===== src/rtl/word_serializer_32_pkg.sv =====
// rtl/word_serializer_32_pkg.sv - shared encodings and widths for the word serializer
package word_serializer_32_pkg;

    localparam int BYTES_PER_WORD = 4;
    localparam int BYTE_W         = 8;
    localparam int WORD_W         = BYTES_PER_WORD * BYTE_W;
    localparam int IDX_W          = 2;

    typedef enum logic [1:0] {
        ST_IDLE = 2'd0,
        ST_SEND = 2'd1,
        ST_DONE = 2'd2
    } ser_state_t;

endpackage


===== src/rtl/word_serializer_32_byte_sel.sv =====
// rtl/word_serializer_32_byte_sel.sv - picks one byte of a word by index and byte order
module byte_sel_4to1
    import word_serializer_32_pkg::*;
(
    input  logic [WORD_W-1:0] din,
    input  logic [IDX_W-1:0]  idx,
    input  logic              msb_first,
    output logic [BYTE_W-1:0] dout
);

    logic [IDX_W-1:0] lane;

    // Index 0 maps to the top lane when sending most-significant byte first.
    always_comb begin
        lane = msb_first ? (IDX_W'(BYTES_PER_WORD - 1) - idx) : idx;
        dout = din[lane*BYTE_W +: BYTE_W];
    end

endmodule


===== src/rtl/word_serializer_32.sv =====
// rtl/word_serializer_32.sv - loads a 32-bit word and streams it out one byte per handshake
module word_serializer_32
    import word_serializer_32_pkg::*;
#(
    parameter int MSB_FIRST = 1
) (
    input  logic                clk,
    input  logic                clear,
    input  logic [WORD_W-1:0]   D,
    input  logic                load,
    output logic                load_ready,
    input  logic                abort,
    output logic [BYTE_W-1:0]   byte_out,
    output logic                byte_valid,
    input  logic                byte_ready,
    output logic                busy,
    output logic                done
);

    ser_state_t        state_q, state_d;
    logic [IDX_W-1:0]  idx_q, idx_d;
    logic [WORD_W-1:0] shadow_q, shadow_d;

    always_comb begin
        state_d  = state_q;
        idx_d    = idx_q;
        shadow_d = shadow_q;
        case (state_q)
            ST_IDLE: begin
                if (load) begin
                    shadow_d = D;
                    idx_d    = '0;
                    state_d  = ST_SEND;
                end
            end
            ST_SEND: begin
                // Abort wins over a handshake on the same edge.
                if (abort) begin
                    idx_d   = '0;
                    state_d = ST_IDLE;
                end else if (byte_ready) begin
                    if (idx_q == IDX_W'(BYTES_PER_WORD - 1)) begin
                        idx_d   = '0;
                        state_d = ST_DONE;
                    end else begin
                        idx_d = idx_q + 1'b1;
                    end
                end
            end
            ST_DONE: state_d = ST_IDLE;
            default: begin
                idx_d   = '0;
                state_d = ST_IDLE;
            end
        endcase
    end

    always_ff @(posedge clk) begin
        if (clear) begin
            state_q  <= ST_IDLE;
            idx_q    <= '0;
            shadow_q <= '0;
        end else begin
            state_q  <= state_d;
            idx_q    <= idx_d;
            shadow_q <= shadow_d;
        end
    end

    assign load_ready = (state_q == ST_IDLE);
    assign byte_valid = (state_q == ST_SEND);
    assign busy       = (state_q == ST_SEND) || (state_q == ST_DONE);
    assign done       = (state_q == ST_DONE);

    byte_sel_4to1 u_byte_sel (
        .din       (shadow_q),
        .idx       (idx_q),
        .msb_first (MSB_FIRST != 0),
        .dout      (byte_out)
    );

endmodule


===== config.mk =====
export PLATFORM = sky130hd
export DESIGN_NAME = word_serializer_32
export DESIGN_NICKNAME = d
export VERILOG_FILES = /design/src/rtl/word_serializer_32_pkg.sv /design/src/rtl/word_serializer_32_byte_sel.sv /design/src/rtl/word_serializer_32.sv
export SDC_FILE = /design/constraint.sdc
export NUM_CORES = 1
export LEC_CHECK = 0
export CAP_MARGIN = 40
export CORE_UTILIZATION = 49
export CTS_CLUSTER_SIZE = 12
export DETAILED_ROUTE_END_ITERATION = 6
export PLACE_DENSITY = 0.84
export SLEW_MARGIN = 0
export SYNTH_ARGS = -nofsm -noshare
export SYNTH_HDL_FRONTEND = slang
export SYNTH_SLANG_ARGS = --single-unit

===== constraint.sdc =====
create_clock -name clk -period 2.5 [get_ports clk]
set_clock_uncertainty 0.15 [all_clocks]
set_input_delay 0.25 -clock clk [delete_from_list [all_inputs] [get_ports clk]]
set_output_delay 0.25 -clock clk [all_outputs]
set_load 0.03 [all_outputs]

==> PnR_summary.wiki <==
{| class="wikitable"
! Metric !! Value
|-
| Cell count after placement || 262
|-
| Buffers from clock root to sink, at most || 2
|-
| Leak Pwr || 0.7783 nW
|-
| Distinct cells, synth || 21
|-
| First-pass GRT wire length || 5299 um
|-
| Die outline height || 58.29 um
|-
| GRT Overall Usage || 20.98%
|-
| Fraction of the core area covered by cells at the end of the flow || 70.17%
|-
| Hold Path Class || input port to flop
|-
| Signed area change from the synthesized netlist to the final layout || 36.83%
|-
| Residual DRC || 0
|-
| Clock root buffer master || clkbuf_4
|-
| Worst slew pin tran || 443.9 ps
|-
| Net switching power || 0.3186 mW
|-
| CP Cell Sequence || mux4_2 > clkdlybuf4s50_1
|-
| Drt pass-1 iters || 4
|-
| Number of global-route vias before repair || 1217
|-
| Post-DRT Antenna Nets || 0
|-
| Die width || 58.29 um
|-
| Setup-failing EPs final || 0
|-
| HPWL after DPL || 2180 um
|-
| Fraction of the yosys area taken by sequential cells || 46.41%
|-
| Routed vias/inst || 5.000
|-
| Unrepaired setup endpoints after global routing || no
|-
| Count of hold buffers inserted by post-cts repair || 0
|-
| Crit path max-delay family || buffers and inverters
|-
| Cell area after placement || 2058 um^2
|-
| Cell with the largest stage delay on the worst path || clkdlybuf4s50_1
|-
| Total number of vias || 1350
|-
| Summed area of non-filler cells in the final layout || 2125 um^2
|-
| Fin cells || 270
|-
| Least setup slack across all paths after layout || 167.7 ps
|-
| Max-slew headroom at the worst pin || 70.37%
|-
| Clock group share of total power || 27.5%
|-
| Max frequency || 0.4288 GHz
|-
| Final wirelength || 3198 um
|-
| Final weighted congestion in routability-driven placement || 0.7545
|-
| Leading cell type in the layout, fill and taps excluded || nand2_1
|-
| Number of standard-cell rows in the floorplan || 20
|-
| Number of max-cap violations || 0
|-
| Worst setup slack before clock tree synthesis || 192.0 ps
|-
| Number of nets at the end of the flow || 266
|-
| Number of buffers added by the clock tree synthesis step || 5
|-
| Final antenna diode count || 0
|-
| Biggest cell delay along the critical path || 610 ps
|-
| Endpoint class of the critical path || output pin
|-
| Clock sink count || 36
|-
| Time the final worst path needs with I/O delays and setup || 2332 ps
|-
| IR drop worst, VDD || 377.9 uV
|-
| Number of port buffers || 48
|-
| Commonest non-fill, non-tap cells in the layout || nand2_1, clkdlybuf4s50_1, dfxtp_1
|-
| Power density over the cells || 558.2 nW/um^2
|-
| DRC violation total after the first TritonRoute iteration || 46
|-
| Critical setup path kind || flop to output pin
|-
| Worst hold slack || 290.1 ps
|-
| Placeable core area || 3028 um^2
|-
| Comb pwr share || 19.5%
|-
| Outcome || completed
|-
| Synth Area per Inst || 8.675 um^2
|-
| Starting density of the core || 51.28%
|-
| Clock tree from TritonCTS || built
|-
| Arrival time at the worst endpoint || 1930 ps
|-
| Share of post-route cells with drive strength above 1 || 9.292%
|-
| Final worst path period share || 93.29%
|-
| Worst path buffer plus inverter count || 1
|-
| Net count after synthesis || 220
|-
| Fin Setup TNS || 0 ps
|-
| Post-Syn Instances || 179
|-
| CP startpoint kind || flop
|-
| Final Hold Fails || 0
|-
| Largest net degree at the start of global routing || 33
|-
| Endpoint required time on the critical path || 2100 ps
|-
| Internal power || 0.8674 mW
|-
| CTS H-tree depth || 2
|-
| Part of the total power dissipated in sequential elements || 53.0%
|-
| Clock latency at the later pin of the worst-skew pair || 340 ps
|-
| Power after layout || 1.186 mW
|-
| Top Ports || 49
|-
| Routed length per instance || 11.84 um
|-
| Number of antenna violations at the first check in global routing || 0
|-
| Congestion Overflow GR || 0
|-
| Worst-path maximum fanout || 11
|-
| Synthesis-stage register bit count || 36
|-
| Layout filler cell count || 266
|-
| Max-slew violations || 0
|-
| Mapped Area || 1553 um^2
|-
| Count of warnings emitted by yosys || 0
|-
| Register clock-pin slew on the reported worst setup and hold paths || 110 ps
|-
| Die Area || 3398 um^2
|-
| Switching fraction of total power || 26.86%
|}
[routing by layer]
metal	up-vias	global-route usage (%)	share of wire (%)	routed length (um)
met5	-	0	0	0
met4	0	6.122	1.3	42
met3	5	6.813	5.9	190
met2	45	32.51	47	1507
met1	604	28.29	46	1458
li1	696	-	-	-
[path summary, 6_finish.rpt]
kind                     start      endpoint  slack (ps)  depth (start not counted)
setup reg to reg    state_q[1]      idx_q[1]         810                          5
hold reg to reg   shadow_q[22]  shadow_q[22]         310                          2
setup / recovery      idx_q[0]   byte_out[2]         170                          2
hold / removal            D[0]   shadow_q[0]         290                          3
[power by group through the flow]
stage               logic [mW]  registers [mW]  clock network (mW)
finish                   0.231           0.629               0.326
floorplan                0.136           0.633                   0
detailed placement       0.231           0.643                   0
global route             0.252           0.635               0.361
global placement         0.229           0.642                   0
CTS                      0.233           0.629               0.331
[worst min-delay path, cell delays in order]
cell and delay [ps]:
clkdlybuf4s50_1 390, nand2_1 50, a21oi_1 50
[logic make-up (layout without fill, tap and decap cells)]
| group | count (synthesis) | in the layout | share of synthesized area (%) |
|---|---|---|---|
| simple gates | 76 | 76 | 20.39 |
| fa+ha+maj | 4 | 4 | 3.223 |
| flops | 36 | 36 | 46.41 |
| buf+inv | 15 | 62 | 4.351 |
| mux | 9 | 9 | 12.25 |
| compound gates | 39 | 39 | 13.38 |
[registers in the layout (all words and copies together), names as in the netlist]
name      count
shadow_q     32
idx_q         2
state_q       2
[what timing repair did]
item | CTS | global route
cloned | 0 | 0
pin swaps | 0 | 0
endpoints found under the setup margin | 8 | 5
resized for setup | 1 | 1
endpoints found under the hold margin | 0 | 0
setup buffers | 0 | 0
[final cells by class]
type	count	area (um^2)	share of cell area (%)
clock buffers	7	55.05	2.591
clock inverters	1	7.507	0.3534
well taps	44	55.05	2.591
flip-flops and latches	36	724.4	34.10
inverters	2	7.507	0.3534
multi-input cells	128	764.5	35.98
repair buffers	52	510.5	24.03
[Yosys cell counts]
library cell  instances  area share [%]
mux2i_1               1            0.64
buf_6                 1            0.73
dfxtp_1              36              46
nor3_1                1            0.32
buf_2                 3            0.97
a211oi_1              2            0.97
and2_1                2            0.81
a21oi_1              34              11
nand2b_1              3             1.2
o21ai_0               1            0.32
nand2_1              65              16
nor3b_1               1            0.48
mux4_2                8              12
inv_1                 2            0.48
or4_1                 2            0.97
o31ai_1               1            0.48
clkbuf_1              9             2.2
ha_1                  4             3.2
o21ba_2               1            0.64
nand3b_1              1            0.48
nor2b_1               1            0.40
Power figures use the tool's default switching activity.
==> patch: new RTL, same flow settings <==
`MSB_FIRST`: 1 -> 0.
--- a/src/rtl/word_serializer_32.sv
+++ b/src/rtl/word_serializer_32.sv
@@ -4,3 +4,3 @@
 #(
-    parameter int MSB_FIRST = 1
+    parameter int MSB_FIRST = 0
 ) (
Behaviour: not the same (a bounded check fails within 4 cycles, from zero or initial values).
==> patch against the unedited design <==
Total power is 6.0% higher. Highest routed layer unchanged. Design area is 1.1% higher. Synthesized area hardly changed. Wire length is 5.9% higher. Sequential cell count stayed put. Worst setup slack worse by 0.082 ns. Fmax is 3.4% lower. Sequential share of layout area is 0.49 points lower. Synthesized cell count stayed put. Register-to-register slack hardly changed. Utilization is 0.79 points higher. Non-clock buffer count stayed put.
==> patch: results (changes against the unedited design) <==
Layout
  • Largest regs: shadow_q: 32 flops, idx_q: 2 flops, state_q: 2 flops
  • Share of layout cells above drive strength 1: 9.29% (unchanged)
  • Layout Cells excl Fill: 270 (unchanged)
  • Fillers: 250 (-6.0%)

Critical path
  • Cell family with most CP delay: buffers and inverters
  • Critical Path Max Stage Delay: 0.60 ns
  • Critical Path AT: 2.01 ns (+0.08 ns)
  • Reg-to-reg slack, setup: 0.81 ns (about the same)
  • Worst Path Max Fanout: 6 (-5)

Outcome
  • Status: finished, final reports clean

CTS
  • Number of gates resized after CTS: 1 (unchanged)
  • Clk buf depth: 2 (unchanged)
  • Clock transition at path regs: 0.11 ns (about the same)
  • Root Buffer: clkbuf_4
  • H-tree depth: 2 (unchanged)
  • Num CTS Buffers: 5 (unchanged)
  • Number of post-CTS setup repair buffers: 0 (unchanged)

Synth
  • Distinct cells, synth: 21 (unchanged)
  • Post-synthesis sequential area ratio: 46.4% (about the same)
  • Post-synthesis mux area share: 12.2% (about the same)
  • Adder-Cell Fraction of Synth Area: 3.22% (about the same)
  • Complex-gate fraction of the synthesized area: 13.4% (about the same)
  • Syn nets: 220 (unchanged)
  • Synth async-reset ratio: 0% (unchanged)
  • Top post-synthesis cells by area: dfxtp_1 46%, nand2_1 16%, mux4_2 12%
  • Cells after Synth: 179 (unchanged)
  • Most frequent cells after synthesis: 65 x nand2_1, 36 x dfxtp_1, 34 x a21oi_1

Placement
  • GPL Wtd Cong: 0.766 (+1.6%)
  • Detailed placer's ending HPWL: 2400 µm (+10%)
  • Number of I/O port buffers: 48 (unchanged)
  • DP Worst Slack: 0.350 ns (+0.158 ns)

STA
  • Crit path time final: 2.41 ns (+0.0823 ns)
  • WHS: 0.290 ns (-0.000189 ns)
  • Max_slew headroom: 67.1% (-3.3 points)

Global routing
  • Met3 usage: 7.25% (+0.44 points)
  • Initial antenna violation count: 0 (unchanged)
  • Met1 Usage GRT: 28.8% (+0.53 points)
  • Global-route wire length before repair: 5630 µm (+6.2%)
  • Largest net degree at the start of global routing: 37 (+12%)
  • Vias in the first global route: 1267 (+4.1%)
  • Total GRT Usage: 22.4% (+1.5 points)
  • Met2 Use GR: 35.6% (+3.1 points)

Hold path
  • Worst hold path class: primary input to register

Power
  • Leakage: 0.792 nW (+1.8%)
  • Worst IR Drop VDD: 408 µV (+8.1%)

Routing
  • Vias: 1355 (+0.37%)
  • Initial DRC count: 64 (+39%)
  • Routed len/inst: 12.5 µm (+5.9%)
## patch: changes by cell type after synthesis, sizes merged
| cell | before | now |
|---|---|---|
| clkbuf | 9 | 8 |
| buf | 4 | 5 |
## patch: power by group
part	switching, W	leakage, nW	internal (W)	total (W)
Sequential	0.0000212	0.296	0.000609	0.000630
Combinational	0.000110	0.454	0.000119	0.000229
Clock	0.000188	0.0422	0.000210	0.000398
Total	0.000320	0.792	0.000937	0.00126
## patch: cell type report
| type | count | area share [%] |
|---|---|---|
| multi-input combinational | 128 | 35.6 |
| sequential | 36 | 33.6 |
| timing repair buffer | 52 | 24.3 |
| tap | 44 | 2.56 |
| clock buffer | 6 | 1.92 |
| clock inverter | 2 | 1.63 |
| inverter | 2 | 0.349 |
## patch: final timing paths
path | startpoint | end | depth (start not counted)
setup / recovery | idx_q[1] | byte_out[7] | 3
hold / removal | D[13] | shadow_q[13] | 3
setup reg to reg | state_q[1] | idx_q[1] | 5
hold reg to reg | shadow_q[24] | shadow_q[24] | 2
## patch: per-stage QoR
stage | area, µm² | total power, W
2_1_floorplan | 1550 | 0.000767
3_3_place_gp | 2070 | 0.000868
3_5_place_dp | 2070 | 0.000873
4_1_cts | 2150 | 0.00127
5_1_grt | 2150 | 0.00132
6_report | 2150 | 0.00126
## patch: kinds of logic (layout without fill, tap and decap cells)
group / Yosys count / in the layout
AO/OA/AOI/OAI: 39 / 39
adder cells (fa/ha/maj): 4 / 4
multiplexers: 9 / 9
flip-flops: 36 / 36
buffers and inverters: 15 / 62
AND/OR/NAND/NOR: 76 / 76
## patch: layer usage
metal  share of wire [%]  wire (µm)
met1                  46       1570
met2                  47       1590
met3                 5.1        173
met4                 1.5         52
met5                   0          0
## patch: worst min-delay path, delay by kind of cell
family | cells | cell delay [ns]
AOI/OAI and AO/OA | 1 | 0.05
and+or+nand+nor | 1 | 0.05
buffers and inverters | 1 | 0.39
